===== config.mk =====
export PLATFORM = sky130hd
export DESIGN_NAME = dmem_arbiter
export DESIGN_NICKNAME = d
export VERILOG_FILES = /design/src/rtl/dmem_arbiter.sv
export SDC_FILE = /design/constraint.sdc
export NUM_CORES = 1
export LEC_CHECK = 0
export CAP_MARGIN = 0
export CORE_MARGIN = 5
export CORE_UTILIZATION = 40
export DETAILED_ROUTE_END_ITERATION = 10
export GPL_ROUTABILITY_DRIVEN = 0
export PLACE_DENSITY = 0.85
export SYNTH_ARGS = -nofsm -noshare
export SYNTH_HDL_FRONTEND = slang
export SYNTH_SLANG_ARGS = --single-unit

===== constraint.sdc =====
create_clock -name clk -period 3.04 [get_ports clk]
set_input_delay 0.304 -clock clk [delete_from_list [all_inputs] [get_ports clk]]
set_output_delay 0.304 -clock clk [all_outputs]
set_load 0.05 [all_outputs]

===== src/rtl/dmem_arbiter.sv =====
// Two-master req/ack arbiter in front of the single-port data memory.
// Each transfer is latched at grant, waits WAIT_STATES cycles, then completes in one ACK cycle.
module dmem_arbiter #(
  parameter int unsigned WAIT_STATES = 0,
  parameter int unsigned MEM_WORDS   = 64,
  parameter int unsigned DATA_W      = 32
) (
  input  logic              clk,
  input  logic              reset,
  input  logic              m0_req,
  input  logic              m0_we,
  input  logic [31:0]       m0_addr,
  input  logic [DATA_W-1:0] m0_wdata,
  output logic              m0_ack,
  output logic              m0_err,
  output logic [DATA_W-1:0] m0_rdata,
  output logic              m0_stall,
  input  logic              m1_req,
  input  logic              m1_we,
  input  logic [31:0]       m1_addr,
  input  logic [DATA_W-1:0] m1_wdata,
  output logic              m1_ack,
  output logic              m1_err,
  output logic [DATA_W-1:0] m1_rdata,
  input  logic              m1_lock,
  output logic [31:0]       mem_addr,
  output logic [DATA_W-1:0] mem_wdata,
  output logic              mem_read,
  output logic              mem_write,
  input  logic [DATA_W-1:0] mem_rdata
);

  localparam int unsigned ADDR_W     = 32;
  localparam logic [3:0]  WAIT_CNT   = 4'(WAIT_STATES);
  localparam logic        HAS_WAIT   = (WAIT_STATES > 0);
  localparam logic [ADDR_W-1:0] ADDR_LIMIT = 32'(4 * MEM_WORDS);

  typedef enum logic [1:0] {S_IDLE, S_WAIT, S_ACK} state_t;

  state_t              state, state_nxt;
  logic                owner, owner_nxt;
  logic                rr_pri, rr_pri_nxt;
  logic                we_q, we_nxt;
  logic [ADDR_W-1:0]   addr_q, addr_nxt;
  logic [DATA_W-1:0]   wdata_q, wdata_nxt;
  logic [3:0]          cnt, cnt_nxt;
  logic                winner;
  logic                legal;
  logic                ack_c;
  logic                err_c;
  logic [DATA_W-1:0]   rdata_c;

  // State and transfer registers
  always_ff @(posedge clk) begin
    if (reset) begin
      state   <= S_IDLE;
      owner   <= 1'b0;
      rr_pri  <= 1'b0;
      we_q    <= 1'b0;
      addr_q  <= '0;
      wdata_q <= '0;
      cnt     <= '0;
    end else begin
      state   <= state_nxt;
      owner   <= owner_nxt;
      rr_pri  <= rr_pri_nxt;
      we_q    <= we_nxt;
      addr_q  <= addr_nxt;
      wdata_q <= wdata_nxt;
      cnt     <= cnt_nxt;
    end
  end

  // Arbitration and sequencing; a locked master 1 keeps the grant under contention
  always_comb begin
    state_nxt  = state;
    owner_nxt  = owner;
    rr_pri_nxt = rr_pri;
    we_nxt     = we_q;
    addr_nxt   = addr_q;
    wdata_nxt  = wdata_q;
    cnt_nxt    = cnt;
    winner     = m1_req;
    if (m0_req && m1_req) begin
      winner = (m1_lock && owner) ? 1'b1 : rr_pri;
    end
    unique case (state)
      S_IDLE: begin
        if (m0_req || m1_req) begin
          owner_nxt = winner;
          we_nxt    = winner ? m1_we    : m0_we;
          addr_nxt  = winner ? m1_addr  : m0_addr;
          wdata_nxt = winner ? m1_wdata : m0_wdata;
          cnt_nxt   = WAIT_CNT;
          state_nxt = HAS_WAIT ? S_WAIT : S_ACK;
        end
      end
      S_WAIT: begin
        cnt_nxt = cnt - 4'd1;
        if (cnt == 4'd1) begin
          state_nxt = S_ACK;
        end
      end
      S_ACK: begin
        state_nxt  = S_IDLE;
        rr_pri_nxt = ~owner;
      end
      default: state_nxt = S_IDLE;
    endcase
  end

  assign legal = (addr_q[1:0] == 2'b00) && (addr_q < ADDR_LIMIT);

  // Memory strobes and completion; everything is forced low while reset is high
  always_comb begin
    mem_addr  = '0;
    mem_wdata = '0;
    mem_read  = 1'b0;
    mem_write = 1'b0;
    ack_c     = 1'b0;
    err_c     = 1'b0;
    rdata_c   = '0;
    if (state == S_ACK && !reset) begin
      ack_c = 1'b1;
      if (legal) begin
        mem_addr  = addr_q;
        mem_wdata = wdata_q;
        mem_read  = ~we_q;
        mem_write = we_q;
        rdata_c   = we_q ? '0 : mem_rdata;
      end else begin
        err_c = 1'b1;
      end
    end
  end

  assign m0_ack   = ack_c & ~owner;
  assign m0_err   = err_c & ~owner;
  assign m0_rdata = owner ? '0 : rdata_c;
  assign m1_ack   = ack_c & owner;
  assign m1_err   = err_c & owner;
  assign m1_rdata = owner ? rdata_c : '0;
  assign m0_stall = m0_req & ~m0_ack & ~reset;

endmodule

Word level (Yosys, flattened, before mapping)
Index checks and enable logic that the tools add are counted. Widths: inputs -> output; s select.

Bits in registers: 73. Output and inout bits: 135. Word-level logic and storage cells: 62.

$add $sub $neg: 1. Magnitude comparators: 1. Equal/unequal tests: 5. Mux-type cells: 26. Bitwise operators: 10. Reductions and logical operators: 12.

Operator list (count): $mux 32 (11); $lt 32x9->1 const B (1); $mux 1 (10); $pmux 4 s2 (1); $and 1x1->1 (6); $reduce_and 2->1 (3); $eq 4x1->1 const B (1); $logic_and 1x1->1 (4); $logic_not 2->1 (2); $mux 2 (2); $mux 4 (1); $ne 2x2->1 const B (2); $not 1->1 (4); $pmux 2 s2 (1); $sub 4x1->4 const B (1); $eq 2x1->1 const B (1); $eq 2x2->1 const B (1); $reduce_bool 2->1 (1); $logic_not 1->1 (1); $logic_or 1x1->1 (1).

Longest topological paths before layout
Gate-level depths: netlist of run 1.

Word-level depth: 7. Depth in mapped cells: 6. Mapped depth without buffers: 3.

Worst setup path before layout of run 1
OpenSTA, ideal clock, no wires.

Kind: register to output. Start: register state[1]. End: output m1_err. Arrival: 2.683 ns. Required time: 2.736 ns. Slack: 0.053 ns. Stages on the path, launching flop included: 6. Path through: dfxtp_1 buf_4 clkbuf_1 nand2_1 nor2_1 a21boi_0.

Cells in the longest elaborated chain, start to end: 4.

Ends and longest elaborated chain: start, declared (RTL line 40) `state_t state, state_nxt;`; start signal, assigned (RTL line 64) `state <= state_nxt;`; $eq 2x2->1 (RTL line 123) `if (state == S_ACK && !reset) begin`; $logic_and 1x1->1 (RTL line 123); $mux 1 (RTL line 123); $and 1x1->1 (RTL line 141) `assign m1_err = err_c & owner;`; end, declared (RTL line 23) `output logic m1_err,`.

No other way between the ends.

Worst setup path after layout of run 1
Start: register addr_q[24]. End: output mem_wdata[9].

Cells in the longest elaborated chain, start to end: 4.

Ends and longest elaborated chain: start, declared (RTL line 44) `logic [ADDR_W-1:0] addr_q, addr_nxt;`; start signal, assigned (RTL line 68) `addr_q <= addr_nxt;`; $lt 32x9->1 (RTL line 112) `assign legal = (addr_q[1:0] == 2'b00) && (addr_q < ADDR_LIMIT);`; $logic_and 1x1->1 (RTL line 112); $mux 32 (RTL line 125) `if (legal) begin`; $mux 32 (RTL line 123); end, declared (RTL line 27) `output logic [DATA_W-1:0] mem_wdata,`.

No other way between the ends.

==> impl_metrics.csv, run 1 <==
group,metric,value,unit
outcome,status,"complete, no violations",
layout,drive_gt1_share,24.7,%
synth,seq_area_frac_synth,26.6,%
cts,cts_tree,"built",
route,first_iter_violations,483,
grt,grt_max_degree,62,
synth,yosysTopAreaCellShare,26.6,%
timing,maxSlewViolCount,0,
layout,finish.utilization,72.6,%
power_and_ir_drop,power.share.combinational,28.2,%
setup_path,cp_max_fo,26,
setup_path,end_kind,"primary output",
layout,area_delta_synth_final,78.5,%
synth,syn_inst,649,
cts,cts_setup_buffers,0,
cts,cts_hold_buffers,0,
die,dieHeight,123,um
route,drc,0,
timing,setup_viol,0,
placed_design,dp_hpwl,15.4,mm
die,fp.dieW,123,um
timing,rsz0062_at_grt,"no",
cts,clk_path_buf_depth,2,
layout,fin_area,9130,sq um
route,vias,5934,
cts,cts_root_buffer,"clkbuf_16",
die,core,12600,sq um
route,firstDrtPassIters,5,
setup_path,crit_type,"flip-flop to primary output",
worst_hold_path,hold_class,"input port to flip-flop",
timing,finClkSkew,0.00397,ns
placed_design,port_buffers,275,
synth,synth_area,5110,sq um
synth,ys.flop_type,"dfxtp_1",
synth,synth_area_leaders,"dfxtp_1 (27%), nor3_2 (12%), a2111oi_0 (11%), a211oi_1 (9.7%), o21bai_1 (9.7%)",
grt,grt_pass1_vias,5746,
synth,ys_ff_latch,68,
timing,period_share,89.8,%
power_and_ir_drop,clkPwrFrac,33.8,%
route,vias_per_cell,5.66,
timing,hold_violations,0,
synth,yosys.area.top_type,"dfxtp_1",
timing,fmax,0.366,GHz
power_and_ir_drop,power.density,304,nW/um^2
power_and_ir_drop,p_int,1.90,mW
cts,cts_htree_levels,3,
setup_path,arrival,2.43,ns
cts,clkLatencyLatePin,0.33,ns
cts,cts_made_buffers,9,
synth,synthDistinctLibCells,34,
layout,final_nets,1039,
placed_design,dpl_cell_area,8860,sq um
route,ant_nets,0,
die,pin_count,302,
cts,clk_pin_slew,0.05,ns
timing,worstMarginPinSlew,0.964,ns
synth,async_flop_share,0,%
die,start_util,40.7,%
timing,timing.hold.ws,0.370,ns
grt,grt_usage,25.8,%
grt,antenna_found_initial,1,
flow_run,cap_viol_max_count,0,
die,row_count,41,
timing,setup_tns,0,ns
setup_path,critPathLaunchType,"flip-flop",
synth,syn_avg_cell_area,7.88,sq um
power_and_ir_drop,power_frac_seq,38.1,%
power_and_ir_drop,p_sw_share,31.4,%
route,wl_per_cell,19.6,um
cts,cts.sinks,68,
grt,grt-ovfl-total,0,
power_and_ir_drop,net-switching-power,869,uW
grt,grt_first_pass_wirelength,31.0,mm
route,routed_wl,20.5,mm
timing,period_needed,2.73,ns
setup_path,cp.required,2.74,ns
cts,post_cts_resized,0,
synth,ys_warn_count,0,
power_and_ir_drop,ir_drop,247,uV
die,dieArea,15100,sq um
synth,synth_edf_count,0,
timing,maxSlewHeadroom,35.6,%
power_and_ir_drop,leakagePower,3.18,nW
## final cells by class
type                       instances  area [sq um]
antenna                            1          2.50
clock buffer                      12           246
clock inverter                     2          12.5
fill                             899          3440
inverter                          33           124
multi-input combinational        464          3180
sequential                        68          1360
tap                              172           215
timing repair buffer             296          3980
## placed cells by master, fill, tap and decap left out, types with 2 or more instances in the layout
| cell | n |
|---|---|
| clkdlybuf4s50_1 | 170 |
| buf_12 | 107 |
| nor2_1 | 70 |
| dfxtp_1 | 67 |
| a211oi_1 | 66 |
| a2111oi_0 | 65 |
| o21bai_1 | 65 |
| nor3_2 | 61 |
| nor3_1 | 42 |
| nand2_1 | 40 |
| inv_1 | 32 |
| conb_1 | 26 |
| buf_4 | 18 |
| clkbuf_16 | 9 |
| nor4_2 | 3 |
| nand4_1 | 3 |
| nor4_4 | 3 |
| o21ba_2 | 2 |
| clkbuf_1 | 2 |
## synthesized netlist by cell type (2+ instances only)
library cell	count
clkbuf_1	46
nor3_2	61
o21ba_2	2
buf_4	35
nor4_4	3
a2111oi_0	65
nand2_1	41
nor2b_1	2
nor2_1	70
o21bai_1	66
nor3_1	42
buf_2	24
buf_1	4
a211oi_1	66
inv_1	32
nand4_1	3
dfxtp_1	68
nor4_2	3
## metrics by stage
stage	cells	total power, mW	worst slack (ns)
after CTS	1047	2.77	0.292
after floorplan	674	1.53	0.0526
after detailed placement	1033	1.84	0.602
after global placement	1033	1.82	0.663
after global routing	1048	2.89	0.180
final	1048	2.77	0.309
## worst max-delay path, stage by stage (launching register included)
cell,delay [ns]
dfxtp_1,0.33
nor4_4,0.37
nand3_2,0.40
buf_4,0.38
nor3_1,0.40
buf_12,0.20
## power by group through the flow
stage / sequential, mW / combinational (mW) / clock (mW)
after floorplan: 1.05 / 0.482 / 0
after global placement: 1.07 / 0.755 / 0
after detailed placement: 1.07 / 0.772 / 0
after CTS: 1.05 / 0.775 / 0.943
after global routing: 1.06 / 0.842 / 0.984
final: 1.05 / 0.781 / 0.935
## final timing paths
kind	cells past startpoint	slack, ns	from	end
setup / recovery	5	0.31	addr_q[24]$_SDFFE_PP0P_	mem_wdata[9]
hold / removal	2	0.37	reset	rr_pri$_SDFFE_PP0P_
setup reg to reg	4	0.90	owner$_SDFFE_PP0P_	addr_q[19]$_SDFFE_PP0P_
hold reg to reg	2	0.49	rr_pri$_SDFFE_PP0P_	rr_pri$_SDFFE_PP0P_
## metal layers
metal	GRT usage, %	part of all wire (%)	vias to the layer above
li1	-	-	2779
met1	29.8	36	2795
met2	46.9	53	304
met3	5.40	8.6	56
met4	9.48	3.1	0
met5	0	0	-
## state kept, by name (all words and copies together), names as in the netlist
signal / flops
rr_pri: 1
state: 1
wdata_q: 32
addr_q: 32
we_q: 1
owner: 1
## logic make-up after synthesis
logic type / Yosys count / share of synthesized area [%]
other: 1 / 0.0734
buffers and inverters: 142 / 13.6
and+or+nand+nor: 235 / 28.3
DFF: 68 / 26.6
AOI/OAI and AO/OA: 203 / 31.4
No activity file was read; power rests on OpenSTA's default activity.
==> inputs of run 2 (changes only) <==
--- a/config.mk
+++ b/config.mk
@@ -7,10 +7,11 @@
 export LEC_CHECK = 0
 export CAP_MARGIN = 0
 export CORE_MARGIN = 5
-export CORE_UTILIZATION = 40
+export CORE_UTILIZATION = 42
+export CTS_BUF_LIST = sky130_fd_sc_hd__clkbuf_16
 export DETAILED_ROUTE_END_ITERATION = 10
 export GPL_ROUTABILITY_DRIVEN = 0
-export PLACE_DENSITY = 0.85
+export PLACE_DENSITY = 0.88
 export SYNTH_ARGS = -nofsm -noshare
 export SYNTH_HDL_FRONTEND = slang
 export SYNTH_SLANG_ARGS = --single-unit
==> run 2 against run 1 <==
Register-to-register slack got worse by 0.09 ns. Total power rose by 2.4%. Sequential cell count unchanged. Die area is 4.4% lower. Worst hold slack gained 0.026 ns. Sequential power about the same. Non-clock buffer count unchanged. Largest cell class unchanged. Highest routed layer unchanged. Clock skew rose by 0.0022 ns. Global-route usage up 0.75 points. Core utilization grew 2.5 points.
==> impl_metrics.csv, run 2 (synthesis results as in run 1) <==
group,metric,value,unit
outcome,status,"complete, no violations",
timing,maxSlewHeadroom,37.3,%
die,start_util,42.7,%
die,core,12000,sq um
setup_path,crit_chain,"nor4b_1 > nand4_1 > buf_4 > nor3_1 > buf_12",
layout,layout_common_cells,"clkdlybuf4s50_1 (170), buf_12 (97), nor2_1 (70)",
timing,period_share,89.0,%
setup_path,crit_type,"flip-flop to primary output",
timing,fmax,0.370,GHz
cts,clk_path_buf_depth,2,
cts,cts_root_buffer,"clkbuf_16",
setup_path,slowest_stage,"dfxtp_2",
grt,antenna_found_initial,0,
setup_path,r2r_start,"owner$_SDFFE_PP0P_",
layout,top_regs,"addr_q: 32 flops, wdata_q: 32 flops",
power_and_ir_drop,power.density,316,nW/um^2
die,dieArea,14500,sq um
timing,rsz0062_at_grt,"no",
route,ant_nets,0,
setup_path,crit_start,"state[1]$_SDFFE_PP0P_",
layout,final_common_cell,"clkdlybuf4s50_1",
die,row_count,40,
cts,cts_hold_buffers,0,
layout,drive_gt1_share,24.8,%
layout,final_nets,1039,
setup_path,critPathLaunchType,"flip-flop",
route,drc,0,
setup_path,arrival,2.40,ns
layout,finish.utilization,75.1,%
cts,clkLatencyLatePin,0.32,ns
cts,post_cts_resized,0,
grt,grt_first_pass_wirelength,30.9,mm
route,vias_per_cell,5.80,
power_and_ir_drop,leakagePower,3.17,nW
route,first_iter_violations,467,
grt,grt-ovfl-total,0,
cts,cts.sinks,68,
layout,area_delta_synth_final,75.7,%
route,firstDrtPassIters,4,
worst_hold_path,hold_class,"input port to flip-flop",
route,vias,5933,
setup_path,end_kind,"primary output",
die,pin_count,302,
placed_design,port_buffers,275,
power_and_ir_drop,ir_drop,283,uV
worst_hold_path,worstHoldStart,"reset",
cts,cts_made_buffers,9,
grt,grt_max_degree,55,
placed_design,dp_hpwl,15.3,mm
grt,grt_usage,26.6,%
cts,cts_setup_buffers,0,
die,dieHeight,120,um
flow_run,cap_viol_max_count,0,
timing,period_needed,2.71,ns
setup_path,cp_max_fo,32,
die,fp.dieW,120,um
timing,setup_tns,0,ns
layout,diodes,0,
cts,cts_tree,"built",
timing,setup_viol,0,
route,wl_per_cell,20.0,um
cts,clk_pin_slew,0.05,ns
timing,finClkSkew,0.00621,ns
grt,grt_pass1_vias,5732,
timing,maxSlewViolCount,0,
timing,hold_violations,0,
setup_path,cp.required,2.74,ns
timing,worstMarginPinSlew,0.937,ns
cts,cts_htree_levels,3,
route,routed_wl,20.5,mm
setup_path,crit_path_max_incr_delay,0.64,ns
## run 2: layer usage
| metal | wire, um | GRT usage (%) | vias to the layer above |
|---|---|---|---|
| met5 | 0 | 0 | - |
| met4 | 942 | 11.9 | 0 |
| met3 | 1720 | 5.85 | 61 |
| met2 | 10400 | 47.5 | 338 |
| met1 | 7400 | 30.3 | 2751 |
| li1 | - | - | 2783 |
## run 2: path summary, 6_finish.rpt
path                                   end  slack [ns]  cells after the start
setup / recovery               m0_rdata[0]        0.33                      5
hold / removal         rr_pri$_SDFFE_PP0P_        0.40                      2
setup reg to reg  wdata_q[31]$_SDFFE_PP0P_        0.81                      4
hold reg to reg        rr_pri$_SDFFE_PP0P_        0.50                      2
## run 2: final cells by class
| class | count | area, sq um |
|---|---|---|
| clock buffers | 9 | 225 |
| clock inverters | 6 | 56.3 |
| fillers | 822 | 2980 |
| inverters | 33 | 124 |
| multi-input cells | 464 | 3170 |
| flip-flops and latches | 68 | 1360 |
| well taps | 147 | 184 |
| repair buffers | 296 | 3860 |
## run 2: critical path: cells and delay by family (launching register included)
kind | cells | cell delay, ns
AND/OR/NAND/NOR | 3 | 0.90
buffers and inverters | 2 | 0.53
flip-flops | 1 | 0.64
## run 2: stage by stage
step | setup WS (ns) | power (mW) | instance area (sq um) | cells | hold slack, ns
after floorplan | 0.0526 | 1.53 | 5210 | 674 | 0.456
after global placement | 0.639 | 1.82 | 8700 | 1008 | 0.475
after detailed placement | 0.641 | 1.85 | 8700 | 1008 | 0.486
after CTS | 0.331 | 2.84 | 8980 | 1023 | 0.386
after global routing | 0.116 | 2.96 | 8980 | 1023 | 0.402
final | 0.334 | 2.84 | 8980 | 1023 | 0.396
## run 2: report_power, final
group / leakage, nW / internal (mW) / switching (mW) / total (mW)
logic: 2.46 / 0.351 / 0.428 / 0.779
clock network: 0.138 / 0.623 / 0.377 / 1.00
registers: 0.566 / 0.987 / 0.0717 / 1.06
